===== config.mk =====
export PLATFORM = sky130hd
export DESIGN_NAME = simd_alu_pipe_flat
export DESIGN_NICKNAME = d
export VERILOG_FILES = /design/src/rtl/simd_alu_pkg.sv /design/src/rtl/simd_alu_if.sv /design/src/rtl/simd_alu_slice.sv /design/src/rtl/simd_alu_pipe.sv /design/src/flat_wrapper.sv
export SDC_FILE = /design/constraint.sdc
export NUM_CORES = 1
export LEC_CHECK = 0
export BUFFER_PORTS_ARGS = -buffer_cell sky130_fd_sc_hd__buf_2
export CAP_MARGIN = 10
export CORE_MARGIN = 5
export CORE_UTILIZATION = 45
export DETAILED_ROUTE_END_ITERATION = 16
export GPL_ROUTABILITY_DRIVEN = 0
export PLACE_DENSITY = 0.65
export SLEW_MARGIN = 30
export SYNTH_ARGS = -nofsm -noshare
export SYNTH_HDL_FRONTEND = slang
export SYNTH_SLANG_ARGS = --single-unit

===== constraint.sdc =====
create_clock -name clk -period 33.3 [get_ports clk]
set_clock_uncertainty 0.1 [all_clocks]
set_input_delay 4.995 -clock clk [delete_from_list [all_inputs] [get_ports clk]]
set_output_delay 4.995 -clock clk [all_outputs]
set_load 0.02 [all_outputs]

===== src/rtl/simd_alu_pkg.sv =====
`default_nettype none
// ============================================================================
// Module      : simd_alu_pkg
// Description : Shared constants, operation enum and decode helpers for the
//               pipelined SIMD ALU (lane modes, ALUMODE codes, lane masks).
// Revision    : 1.0 - initial release
// ============================================================================
package simd_alu_pkg;

    // USE_SIMD lane configurations
    localparam logic [1:0] MODE_1LANE = 2'b00;
    localparam logic [1:0] MODE_2LANE = 2'b01;
    localparam logic [1:0] MODE_4LANE = 2'b10;
    localparam logic [1:0] MODE_8LANE = 2'b11;

    // Arithmetic ALUMODE codes (upper bits 00)
    localparam logic [3:0] ALU_ADD      = 4'b0000;  // Zo + T
    localparam logic [3:0] ALU_NOTZ_ADD = 4'b0001;  // ~Zo + T
    localparam logic [3:0] ALU_NOT_SUM  = 4'b0010;  // ~(Zo + T)
    localparam logic [3:0] ALU_SUB      = 4'b0011;  // Zo - T

    // ALUMODE[3:2] operation groups
    localparam logic [1:0] GRP_SUM  = 2'b00;
    localparam logic [1:0] GRP_XOR  = 2'b01;
    localparam logic [1:0] GRP_ZERO = 2'b10;
    localparam logic [1:0] GRP_LOG  = 2'b11;

    typedef enum logic [2:0] {
        OP_SUM  = 3'd0,
        OP_XOR  = 3'd1,
        OP_AND  = 3'd2,
        OP_OR   = 3'd3,
        OP_ZERO = 3'd4
    } op_e;

    // Map ALUMODE plus OPMODE[3] to the operation class
    function automatic op_e decode_op(input logic [3:0] alumode, input logic opm3);
        op_e op;
        case (alumode[3:2])
            GRP_SUM: op = OP_SUM;
            GRP_XOR: op = OP_XOR;
            GRP_LOG: op = opm3 ? OP_OR : OP_AND;
            default: op = OP_ZERO;
        endcase
        return op;
    endfunction

    // Low slice-index bits that vary inside one lane; a slice is the lane top
    // when all of these bits are set.
    function automatic logic [2:0] lane_mask(input logic [1:0] mode);
        logic [2:0] m;
        case (mode)
            MODE_1LANE: m = 3'b111;
            MODE_2LANE: m = 3'b011;
            MODE_4LANE: m = 3'b001;
            default:    m = 3'b000;
        endcase
        return m;
    endfunction

endpackage
`default_nettype wire


===== src/rtl/simd_alu_if.sv =====
`default_nettype none
// ============================================================================
// Module      : simd_alu_if
// Description : Operand/control/result bundle of the SIMD ALU. The master
//               drives operands and controls, the slave returns results.
// Revision    : 1.0 - initial release
// ============================================================================
interface simd_alu_if #(
    parameter int WIDTH = 32
);
    logic             ce;
    logic             in_valid;
    logic [3:0]       ALUMODE;
    logic [8:0]       OPMODE;
    logic [1:0]       USE_SIMD;
    logic             acc_en;
    logic [WIDTH-1:0] W;
    logic [WIDTH-1:0] X;
    logic [WIDTH-1:0] Y;
    logic [WIDTH-1:0] Z;
    logic             CIN;
    logic [WIDTH-1:0] S;
    logic             out_valid;
    logic [7:0]       carry_out;
    logic [7:0]       overflow;

    modport master (
        output ce, in_valid, ALUMODE, OPMODE, USE_SIMD, acc_en, W, X, Y, Z, CIN,
        input  S, out_valid, carry_out, overflow
    );

    modport slave (
        input  ce, in_valid, ALUMODE, OPMODE, USE_SIMD, acc_en, W, X, Y, Z, CIN,
        output S, out_valid, carry_out, overflow
    );
endinterface
`default_nettype wire


===== src/rtl/simd_alu_slice.sv =====
`default_nettype none
// ============================================================================
// Module      : simd_alu_slice
// Description : One SW-bit slice of the four-operand adder. Produces the
//               slice sum, a 2-bit carry for the next slice, and the signed
//               guard-bit view (sign and overflow) used when the slice is
//               the top of a lane.
// Revision    : 1.0 - initial release
// ============================================================================
module simd_alu_slice #(
    parameter int SW = 4
) (
    input  wire logic [SW-1:0] i_a,
    input  wire logic [SW-1:0] i_w,
    input  wire logic [SW-1:0] i_x,
    input  wire logic [SW-1:0] i_y,
    input  wire logic [1:0]    i_cin,
    output logic      [SW-1:0] o_sum,
    output logic      [1:0]    o_cout,
    output logic               o_ovf,
    output logic               o_sign
);

    logic [SW+1:0] w_uns;
    logic [2:0]    w_nneg;
    logic [2:0]    w_guard;
    logic [3:0]    w_top4;

    // Four operands plus a carry of up to 3 never exceed SW+2 bits
    assign w_uns = {2'b00, i_a} + {2'b00, i_w} + {2'b00, i_x} + {2'b00, i_y}
                 + {{SW{1'b0}}, i_cin};

    // Signed result = unsigned result - 2^SW * (number of negative operands),
    // so the guard bits are the unsigned carry minus that count.
    assign w_nneg  = {2'b00, i_a[SW-1]} + {2'b00, i_w[SW-1]}
                   + {2'b00, i_x[SW-1]} + {2'b00, i_y[SW-1]};
    assign w_guard = {1'b0, w_uns[SW+1:SW]} - w_nneg;
    assign w_top4  = {w_guard, w_uns[SW-1]};

    assign o_sum  = w_uns[SW-1:0];
    assign o_cout = w_uns[SW+1:SW];
    assign o_ovf  = ~((&w_top4) | ~(|w_top4));
    assign o_sign = w_guard[2];

endmodule
`default_nettype wire


===== src/rtl/simd_alu_pipe.sv =====
`default_nettype none
// ============================================================================
// Module      : simd_alu_pipe
// Description : Two-stage SIMD ALU. Stage 1 registers operands and controls,
//               stage 2 computes W+X+Y+Z+CIN style sums or bitwise ops across
//               1/2/4/8 lanes and registers S with per-lane carry/overflow.
//               Optional macro SIMD_ALU_SATURATE_EN saturates overflowing
//               lanes for ALUMODE 0000/0011.
// Revision    : 1.0 - initial release
// ============================================================================
module simd_alu_pipe
    import simd_alu_pkg::*;
#(
    parameter int WIDTH = 32
) (
    input  wire logic  clk,
    input  wire logic  reset,
    simd_alu_if.slave  bus
);

    localparam int SW = WIDTH / 8;

    // Stage 1
    logic [WIDTH-1:0] r_w, r_x, r_y, r_z;
    logic [3:0]       r_alumode;
    logic             r_opm3;
    logic [1:0]       r_mode;
    logic             r_acc;
    logic             r_cin;
    logic             r_v1;

    // Stage 2
    logic [WIDTH-1:0] r_s;
    logic [7:0]       r_co;
    logic [7:0]       r_ov;
    logic             r_out_valid;

    // Stage-2 combinational
    logic [WIDTH-1:0] w_zo;
    logic [WIDTH-1:0] w_a;
    op_e              w_op;
    logic             w_inv_z;
    logic             w_inv_out;
    logic             w_is_sat_op;
    logic [2:0]       w_mask;
    logic [7:0]       w_lane_top;
    logic [WIDTH-1:0] w_sum_all;
    logic [7:0]       w_cout_lsb;
    logic [7:0]       w_ovf_sl;
    logic [7:0]       w_sign_sl;
    logic [WIDTH-1:0] w_arith;
    logic [SW-1:0]    w_slice;
    logic [7:0]       w_carry;
    logic [7:0]       w_ovf;
    logic [WIDTH-1:0] w_next_s;
    logic [7:0]       w_next_co;
    logic [7:0]       w_next_ov;
    logic             w_unused_bits;
`ifdef SIMD_ALU_SATURATE_EN
    logic [2:0]       w_top_idx;
    logic             w_lane_ovf;
    logic             w_lane_sign;
`endif

    // Accumulation reads the live S register, so back-to-back ops chain
    assign w_zo        = r_acc ? r_s : r_z;
    assign w_op        = decode_op(r_alumode, r_opm3);
    assign w_inv_z     = (r_alumode == ALU_NOTZ_ADD) || (r_alumode == ALU_SUB);
    assign w_inv_out   = (r_alumode == ALU_NOT_SUM)  || (r_alumode == ALU_SUB);
    assign w_is_sat_op = (r_alumode == ALU_ADD)      || (r_alumode == ALU_SUB);
    assign w_a         = w_inv_z ? ~w_zo : w_zo;
    assign w_mask      = lane_mask(r_mode);

    // Flag which slices carry the MSB of their lane
    always_comb begin
        w_lane_top = '0;
        for (int i = 0; i < 8; i++) begin
            w_lane_top[i] = ((3'(i) & w_mask) == w_mask);
        end
    end

    // Slice array; the carry is cut wherever a new lane begins
    for (genvar gi = 0; gi < 8; gi++) begin : g_slice
        logic [1:0] w_cin;
        logic [1:0] w_cout;

        if (gi == 0) begin : g_first
            assign w_cin = {1'b0, r_cin};
        end else begin : g_chain
            assign w_cin = w_lane_top[gi-1] ? 2'b00 : g_slice[gi-1].w_cout;
        end

        simd_alu_slice #(.SW(SW)) u_slice (
            .i_a    (w_a[gi*SW +: SW]),
            .i_w    (r_w[gi*SW +: SW]),
            .i_x    (r_x[gi*SW +: SW]),
            .i_y    (r_y[gi*SW +: SW]),
            .i_cin  (w_cin),
            .o_sum  (w_sum_all[gi*SW +: SW]),
            .o_cout (w_cout),
            .o_ovf  (w_ovf_sl[gi]),
            .o_sign (w_sign_sl[gi])
        );

        assign w_cout_lsb[gi] = w_cout[0];
    end

    // Only bit 3 of OPMODE matters; the last slice's upper carry leaves the word
    assign w_unused_bits = ^{bus.OPMODE[8:4], bus.OPMODE[2:0], g_slice[7].w_cout[1]};

    // Arithmetic result with optional per-lane saturation and lane-top flags
    always_comb begin
        w_arith = '0;
        w_slice = '0;
        w_carry = '0;
        w_ovf   = '0;
`ifdef SIMD_ALU_SATURATE_EN
        w_top_idx   = '0;
        w_lane_ovf  = 1'b0;
        w_lane_sign = 1'b0;
`endif
        for (int i = 0; i < 8; i++) begin
            w_slice = w_sum_all[i*SW +: SW] ^ {SW{w_inv_out}};
`ifdef SIMD_ALU_SATURATE_EN
            w_top_idx   = 3'(i) | w_mask;
            w_lane_ovf  = w_is_sat_op & w_ovf_sl[w_top_idx];
            w_lane_sign = w_sign_sl[w_top_idx] ^ w_inv_out;
            if (w_lane_ovf) begin
                w_slice = (3'(i) == w_top_idx) ? {~w_lane_sign, {(SW-1){w_lane_sign}}}
                                               : {SW{w_lane_sign}};
            end
`endif
            w_arith[i*SW +: SW] = w_slice;
            if (w_lane_top[i]) begin
                w_carry[i] = w_cout_lsb[i];
                w_ovf[i]   = w_is_sat_op & w_ovf_sl[i];
            end
        end
    end

    // Select the stage-2 result by operation class
    always_comb begin
        w_next_s  = '0;
        w_next_co = '0;
        w_next_ov = '0;
        case (w_op)
            OP_SUM: begin
                w_next_s  = w_arith;
                w_next_co = w_carry;
                w_next_ov = w_ovf;
            end
            OP_XOR:  w_next_s = r_x ^ w_zo;
            OP_AND:  w_next_s = r_x & w_zo;
            OP_OR:   w_next_s = r_x | w_zo;
            default: w_next_s = '0;
        endcase
    end

    // Pipeline registers: stage 1 follows ce, stage 2 loads only valid results
    always_ff @(posedge clk) begin
        if (reset) begin
            r_w         <= '0;
            r_x         <= '0;
            r_y         <= '0;
            r_z         <= '0;
            r_alumode   <= '0;
            r_opm3      <= 1'b0;
            r_mode      <= '0;
            r_acc       <= 1'b0;
            r_cin       <= 1'b0;
            r_v1        <= 1'b0;
            r_s         <= '0;
            r_co        <= '0;
            r_ov        <= '0;
            r_out_valid <= 1'b0;
        end else begin
            if (bus.ce) begin
                r_w       <= bus.W;
                r_x       <= bus.X;
                r_y       <= bus.Y;
                r_z       <= bus.Z;
                r_alumode <= bus.ALUMODE;
                r_opm3    <= bus.OPMODE[3];
                r_mode    <= bus.USE_SIMD;
                r_acc     <= bus.acc_en;
                r_cin     <= bus.CIN;
                r_v1      <= bus.in_valid;
            end
            if (bus.ce && r_v1) begin
                r_s  <= w_next_s;
                r_co <= w_next_co;
                r_ov <= w_next_ov;
            end
            r_out_valid <= bus.ce & r_v1;
        end
    end

    assign bus.S         = r_s;
    assign bus.carry_out = r_co;
    assign bus.overflow  = r_ov;
    assign bus.out_valid = r_out_valid;

endmodule
`default_nettype wire


===== src/flat_wrapper.sv =====
// flat-port wrapper written by rule: the top's interface ports become plain ports
module simd_alu_pipe_flat import simd_alu_pkg::*;
#(
    parameter int WIDTH = 32
)
  (clk, reset, bus_ce, bus_in_valid, bus_ALUMODE, bus_OPMODE, bus_USE_SIMD, bus_acc_en, bus_W, bus_X, bus_Y, bus_Z, bus_CIN, bus_S, bus_out_valid, bus_carry_out, bus_overflow);
  simd_alu_if #(.WIDTH(WIDTH)) bus_i ();
  input  wire logic clk;
  input  wire logic reset;
  input wire logic [$bits(bus_i.ce)-1:0] bus_ce;
  input wire logic [$bits(bus_i.in_valid)-1:0] bus_in_valid;
  input wire logic [$bits(bus_i.ALUMODE)-1:0] bus_ALUMODE;
  input wire logic [$bits(bus_i.OPMODE)-1:0] bus_OPMODE;
  input wire logic [$bits(bus_i.USE_SIMD)-1:0] bus_USE_SIMD;
  input wire logic [$bits(bus_i.acc_en)-1:0] bus_acc_en;
  input wire logic [$bits(bus_i.W)-1:0] bus_W;
  input wire logic [$bits(bus_i.X)-1:0] bus_X;
  input wire logic [$bits(bus_i.Y)-1:0] bus_Y;
  input wire logic [$bits(bus_i.Z)-1:0] bus_Z;
  input wire logic [$bits(bus_i.CIN)-1:0] bus_CIN;
  output wire logic [$bits(bus_i.S)-1:0] bus_S;
  output wire logic [$bits(bus_i.out_valid)-1:0] bus_out_valid;
  output wire logic [$bits(bus_i.carry_out)-1:0] bus_carry_out;
  output wire logic [$bits(bus_i.overflow)-1:0] bus_overflow;
  assign bus_i.ce = bus_ce;
  assign bus_i.in_valid = bus_in_valid;
  assign bus_i.ALUMODE = bus_ALUMODE;
  assign bus_i.OPMODE = bus_OPMODE;
  assign bus_i.USE_SIMD = bus_USE_SIMD;
  assign bus_i.acc_en = bus_acc_en;
  assign bus_i.W = bus_W;
  assign bus_i.X = bus_X;
  assign bus_i.Y = bus_Y;
  assign bus_i.Z = bus_Z;
  assign bus_i.CIN = bus_CIN;
  assign bus_S = bus_i.S;
  assign bus_out_valid = bus_i.out_valid;
  assign bus_carry_out = bus_i.carry_out;
  assign bus_overflow = bus_i.overflow;
  simd_alu_pipe #(.WIDTH(WIDTH)) u_core (.clk(clk), .reset(reset), .bus(bus_i));
endmodule

==> metrics, run 1 <==
outcome complete, no violations; PostCTS Resize Cnt 0; Seq cells post-synth 187; row count 64; nets a little over 2k; final instance area around 16,000 µm²; Final HPWL DP about 26,000 µm; final count of hold timing violations 0; static leakage between 8 and 9 nW; Critical Path AT roughly 23 ns; clock tree buffer depth 2; CTS Sinks between 150 and 200; VDD IR-drop max around 38 µV; worst slew pin tran between 0.9 and 1 ns; startpoint types flip-flop; CTS Buf Count 17; # IOs approximately 200; Die X between 150 and 200 µm; Initial Utilization 45.8%; Skew-Pair Late Insertion Delay ~0.45 ns; detailed-route DRC error count 0; GRT overflow 0; Mapped Area around 14,000 µm²; GRT Util Overall around a fifth; largest net degree at the start of global routing 86; Crit path largest cell delay approximately 0.66 ns; Post-synth ARST share 0%; Post-synth EDFFs 0; final worst path period need around 22 ns; postcts setup bufs 0; CP Capture Type flip-flop; TritonCTS clock tree built; H-tree depth 4; syn avg cell area ~9.2 µm²; cts hold-fix bufs 0; share of cells above drive strength 1 between 15 and 20%; Critical Path Fanout Max 67; Via density around 5; Detailed Route WL ~36,000 µm; Syn Inst Count about 1.5k; Final setup viols 0; CP most frequent cell fa_1; Worst Path Required ~34 ns; Max-Cap Viols 0; port bufs roughly 190; WL per Instance around 17 µm; number of global-route vias before repair between 10k and 15k; Root Buffer clkbuf_16; DR iter-0 viols between 400 and 500; first-pass GRT wire length between 50,000 and 60,000 µm; synth warn 0; die area ~35,000 µm²; Crit-path slowest cell buf_4; min-delay worst type reg -> reg; Syn-to-layout area delta 13.2%; Clock transition at path regs about 0.080 ns; post-synthesis cell type count 50; DP Area 15,300 µm²; Critical Setup Path Class reg -> reg; ys flop type dfxtp_1; Total Neg Setup Slack 0 ns; antenna violations before repair 1; Relative slew margins between 30% and 40%; Tcrit/Tclk final about two thirds; Final ANT Viol Nets 0; RSZ-0062 raised after global routing false; fmax roughly 0.044 GHz; Seq/Total Area, Yosys around a quarter; core box area 30,700 µm²; power density over cell area 46.6 nW/µm²; Die H 187 µm; drt first pass iters 5; Slew Viols, Final 0; Via Count ~11k; syn_nets around 1.9k
==> metal layers <==
metal	vias up	wire (µm)	global-route usage (%)
li1	5294	-	-
met1	5060	16200	25.8
met2	212	17200	35.9
met3	38	1540	4.35
met4	0	646	5.35
met5	-	0	0
==> critical path, delay by kind of cell, from the launching register on <==
| family | cells | cell delay (ns) |
|---|---|---|
| XOR/XNOR | 10 | 1.76 |
| AO/OA/AOI/OAI | 18 | 3.19 |
| adder cells (fa/ha/maj) | 34 | 13.35 |
| flip-flops | 1 | 0.31 |
| AND/OR/NAND/NOR | 11 | 2.19 |
| buffers and inverters | 17 | 1.41 |
==> cell type report <==
type,instances,area [µm²]
inverter,222,833
timing repair buffer,204,1070
sequential,187,3750
fill,2855,14800
clock inverter,10,163
clock buffer,22,464
tap,396,495
multi-input combinational,1041,9160
antenna,2,5.00
==> through the flow <==
stage / hold slack (ns) / instances / total power [mW] / worst slack [ns] / util (%)
finish: 0.353 / 2084 / 0.743 / 10.82 / 51.8
global route: 0.392 / 2083 / 0.797 / 9.56 / 51.8
floorplan: 0.360 / 1524 / 0.461 / 12.51 / -
detailed placement: 0.344 / 2050 / 0.524 / 10.78 / 49.8
global placement: 0.341 / 2050 / 0.513 / 11.06 / 49.8
CTS: 0.355 / 2082 / 0.751 / 10.65 / 51.8
==> flip-flops by register name, indices dropped and copies added (netlist names), 2 cells and up <==
register	cells
u_core.r_y	32
u_core.r_w	32
u_core.bus.S	32
u_core.r_mode	2
u_core.bus.overflow	8
u_core.bus.carry_out	8
u_core.r_alumode	4
u_core.r_x	32
u_core.r_z	32
==> path summary, 6_finish.rpt <==
path | from | endpoint | slack (ns) | cells after the start
setup / recovery | u_core.r_alumode[3] | u_core.bus.overflow[7] | 10.82 | 90
hold / removal | u_core.bus.overflow[6] | u_core.bus.overflow[6] | 0.35 | 2
setup reg to reg | u_core.r_alumode[3] | u_core.bus.overflow[7] | 10.82 | 90
hold reg to reg | u_core.bus.overflow[6] | u_core.bus.overflow[6] | 0.35 | 2
==> report_power, final <==
group / switching (mW) / internal (mW)
Combinational: 0.149 / 0.124
Sequential: 0.0103 / 0.236
Clock: 0.0942 / 0.130
==> cell usage after synthesis (9+ instances only) <==
library cell / instances / area share, %
a31oi_1: 16 / 0.71
o22ai_1: 16 / 0.71
xor2_1: 35 / 2.2
or2_2: 16 / 0.71
a311oi_1: 13 / 0.81
nor2b_1: 26 / 1.2
mux2i_1: 170 / 12
a21o_1: 23 / 1.2
a21oi_1: 38 / 1.4
xnor2_1: 77 / 4.8
a22o_1: 19 / 1.2
buf_2: 35 / 1.2
o21ai_0: 23 / 0.82
and2_1: 9 / 0.40
nand2b_1: 38 / 1.7
nand2_1: 44 / 1.2
clkbuf_1: 24 / 0.64
inv_1: 222 / 5.9
dfxtp_1: 187 / 27
nor2_1: 167 / 4.5
fa_1: 71 / 10
ha_1: 181 / 16
==> cells in the final DEF (no fill, tap or decap), types with 4 or more instances in the layout <==
cell type  synthesis  final
a21o_1            23     23
a21oi_1           38     38
a22o_1            19     19
a311oi_1          13     13
a31oi_1           16     16
a32o_1             6      6
a32oi_1            6      6
and2_1             9      8
buf_2             35    187
buf_4              4     15
bufinv_16          0      4
clkbuf_16          0     17
dfxtp_1          187    183
dfxtp_2            0      4
fa_1              71     71
ha_1             181    181
inv_1            222    222
mux2i_1          170    170
nand2_1           44     44
nand2b_1          38     38
nand3_1            5      5
nand4_1            4      4
nor2_1           167    167
nor2b_1           26     26
nor3_1             4      4
o21ai_0           23     22
o21ai_1            4      5
o22ai_1           16     16
or2_2             16     16
xnor2_1           77     77
xor2_1            35     35
==> cells by family (layout without fill, tap and decap cells) <==
group | count (synthesis) | in the layout | share of synthesized area (%)
AOI/OAI and AO/OA | 176 | 176 | 8.50
xor gates and xnor gates | 112 | 112 | 6.96
adders and majority gates | 252 | 252 | 26.2
buffers and inverters | 296 | 458 | 8.47
DFF | 187 | 187 | 26.6
muxes | 170 | 170 | 12.1
other | 0 | 2 | 0
and+or+nand+nor | 331 | 331 | 11.2
No activity file was read; power rests on OpenSTA's default activity.
==> run 2: changes to the inputs <==
--- a/config.mk
+++ b/config.mk
@@ -5,6 +5,7 @@
 export SDC_FILE = /design/constraint.sdc
 export NUM_CORES = 1
 export LEC_CHECK = 0
+export ABC_AREA = 1
 export BUFFER_PORTS_ARGS = -buffer_cell sky130_fd_sc_hd__buf_2
 export CAP_MARGIN = 10
 export CORE_MARGIN = 5
==> constraint.sdc (replaced) <==
create_clock -name clk -period 21.3 [get_ports clk]
set_clock_uncertainty 0.1 [all_clocks]
set_input_delay 3.195 -clock clk [delete_from_list [all_inputs] [get_ports clk]]
set_output_delay 3.195 -clock clk [all_outputs]
set_load 0.02 [all_outputs]
==> metrics, run 2 <==
Initial Utilization 45.2% (was 45.8%); HP Start u_core.bus.carry_out[7] (was u_core.bus.overflow[6]); worst hold path depth 2 (unchanged); Via Count 11.9k (was 10.6k); postcts setup bufs 0 (unchanged); WL per Instance 15.8 µm (was 17.1 µm); synth cell count leaders nand2_1, inv_1, dfxtp_1, ha_1, a21oi_1 (was inv_1, dfxtp_1, ha_1, mux2i_1, nor2_1); number of diodes 0 (was 2); TritonCTS clock tree built (unchanged); Critical Setup Path Class reg -> reg (unchanged); Seq cells post-synth 187 (unchanged); ys flop type dfxtp_1 (unchanged); fmax 0.0500 GHz (was 0.0445 GHz); post-synth top area cell dfxtp_1 (unchanged); first-pass GRT wire length 59,400 µm (was 57,800 µm); most frequent cells in the layout nand2_1, inv_1, buf_2 (was inv_1, buf_2, dfxtp_1); final worst-path setup slack 1.32 ns (was 10.82 ns); Critical Path AT 20.18 ns (was 22.69 ns); H-tree depth 4 (unchanged); cell internal pwr 0.815 mW (was 0.490 mW); share of cells above drive strength 1 13.7% (was 15.4%); Crit path largest cell delay 0.51 ns (was 0.66 ns); DP Area 14,900 µm² (was 15,300 µm²); VDD IR-drop max 50.6 µV (was 37.6 µV); antenna violations before repair 0 (was 1); worst slack, placed 1.10 ns (was 10.78 ns); row count 64 (unchanged); Seq pwr share 28.5% (was 33.2%); buffer and inverter count on the worst path 19 (was 17); number of global-route vias before repair 11.7k (was 11.2k); final worst path period need 19.98 ns (was 22.48 ns); largest net degree at the start of global routing 130 (was 86); CTS Buf Count 17 (unchanged); nets 2,325 (was 2,074); Skew-Pair Late Insertion Delay 0.45 ns (about the same); worst flop-to-flop path endpoint u_core.bus.overflow[7] (unchanged); syn avg cell area 7.69 µm² (was 9.24 µm²); synth warn 0 (unchanged); Worst Reg-to-Reg Cells 93 (was 90); # IOs 198 (unchanged); drt first pass iters 5 (unchanged); core box area 30,300 µm² (was 30,700 µm²); Critical Path Fanout Max 5 (was 67); Seq/Total Area, Yosys 27.3% (was 26.6%); CP Capture Type flip-flop (unchanged); synth top area cells dfxtp_1, ha_1, fa_1 (was dfxtp_1, ha_1, mux2i_1); die area 34,100 µm² (was 34,900 µm²); outcome complete, no violations (unchanged); Syn-to-layout area delta 13.3% (was 13.2%); startpoint types flip-flop (unchanged); Clock transition at path regs 0.08 ns (about the same); count leader, synth nand2_1 (was inv_1); R2R setup slack 1.32 ns (was 10.82 ns); Multi-input gate area 8570 µm² (was 9160 µm²); Sw Ratio 40.0% (was 34.1%); Final ANT Viol Nets 0 (unchanged); Detailed Route WL 36,900 µm (was 35,600 µm); Relative slew margins 37.3% (was 34.4%); share of the synthesized area in the top cell type 27.3% (was 26.6%); power density over cell area 87.3 nW/µm² (was 46.6 nW/µm²); family with the most delay on the worst path adder cells (unchanged); most common cell after layout, fill and taps aside nand2_1 (was inv_1); P_sw 0.543 mW (was 0.253 mW); worst slew pin tran 0.941 ns (was 0.984 ns); register area 3750 µm² (about the same); Via density 5.10 (was 5.09); final count of hold timing violations 0 (unchanged); port bufs 189 (unchanged); Final HPWL DP 26,300 µm (was 25,700 µm); Root Buffer clkbuf_16 (unchanged); min-delay worst type reg -> reg (unchanged); Max-Cap Viols 0 (unchanged); CTS Sinks 187 (unchanged); Slew Viols, Final 0 (unchanged); Tot Pwr 1.36 mW (was 0.743 mW); Clock power frac 24.9% (was 30.2%); clock tree buffer depth 2 (unchanged); syn_nets 2,186 (was 1,925); Crit-path slowest cell fa_1 (was buf_4); DR iter-0 viols 612 (was 474); Final Util 51.2% (was 51.8%); detailed-route DRC error count 0 (unchanged); final instance area 15,500 µm² (was 15,900 µm²); GRT Util Overall 21.7% (was 20.5%); GRT overflow 0 (unchanged); Comb power frac 46.6% (was 36.7%); Syn Inst Count 1,785 (was 1,524); CP most frequent cell fa_1 (unchanged); post-synthesis cell type count 31 (was 50); reg2reg start u_core.r_alumode[3] (unchanged); Post-synth EDFFs 0 (unchanged); Die X 185 µm (was 187 µm); Mapped Area 13,700 µm² (was 14,100 µm²); Worst Path Required 21.50 ns (was 33.51 ns); hold slack final 0.368 ns (was 0.353 ns); fill count 3,005 (was 2,855); Tcrit/Tclk final 93.8% (was 67.5%); static leakage 7.58 nW (was 8.17 nW); Hold EP u_core.bus.carry_out[7] (was u_core.bus.overflow[6]); Final setup viols 0 (unchanged); Post-synth ARST share 0% (unchanged); Die H 185 µm (was 187 µm)
==> run 2: worst reg2reg max path: cells and delay by family (launching register included) <==
family	cells	cell delay, ns
buffers and inverters	19	0.99
AOI/OAI and AO/OA	2	0.27
and+or+nand+nor	28	2.60
adders and majority gates	34	13.43
DFF	1	0.41
xor gates and xnor gates	10	2.02
==> run 2: what timing repair did <==
item / 4_1_cts / 5_1_grt
resized for setup: 0 / 3
endpoints found under the setup margin: 0 / 1
hold buffers: 0 / 0
==> run 2: cell type report <==
class	count	share of cell area [%]
Clock buffer	19	2.78
Clock inverter	13	1.07
Inverter	278	6.74
Multi-Input combinational cell	1237	55.1
Sequential cell	187	24.1
Tap cell	396	3.19
Timing Repair Buffer	203	7.01
==> run 2: routing by layer <==
layer	track usage [%]	up-vias	wire, µm
li1	-	5993	-
met1	29.7	5576	17200
met2	36.3	276	17000
met3	3.55	46	2030
met4	5.17	0	690
met5	0	-	0
==> run 2: power by group through the flow <==
stage	combinational, mW	sequential [mW]	clock, mW
6_report	0.632	0.387	0.338
3_3_place_gp	0.604	0.394	0
2_1_floorplan	0.483	0.397	0
4_1_cts	0.635	0.387	0.346
5_1_grt	0.739	0.389	0.358
3_5_place_dp	0.628	0.395	0
==> run 2: kinds of logic (layout without fill, tap and decap cells) <==
logic type | after synthesis | in the layout | share of synthesized area (%)
buffers and inverters | 361 | 513 | 10.4
and+or+nand+nor | 577 | 577 | 16.8
adders and majority gates | 252 | 252 | 26.9
xor gates and xnor gates | 79 | 79 | 5.04
AOI/OAI and AO/OA | 329 | 329 | 13.7
DFF | 187 | 187 | 27.3
==> run 2: how the worst max path moves through the flow <==
stage,from,to,slack [ns],cells past startpoint
2_1_floorplan,u_core.r_alumode[3],u_core.bus.overflow[7],2.60,94
3_3_place_gp,u_core.r_acc,u_core.bus.overflow[7],1.38,90
3_5_place_dp,u_core.r_acc,u_core.bus.overflow[7],1.10,90
4_1_cts,u_core.r_acc,u_core.bus.overflow[7],1.01,90
5_1_grt,u_core.r_acc,u_core.bus.overflow[7],-0.003,91
6_report,u_core.r_alumode[3],u_core.bus.overflow[7],1.32,93
==> run 2: per-stage QoR <==
stage,setup TNS [ns],std cells
2_1_floorplan,0,1785
3_3_place_gp,0,2299
3_5_place_dp,0,2299
4_1_cts,0,2331
5_1_grt,-0.00281,2333
6_report,0,2333
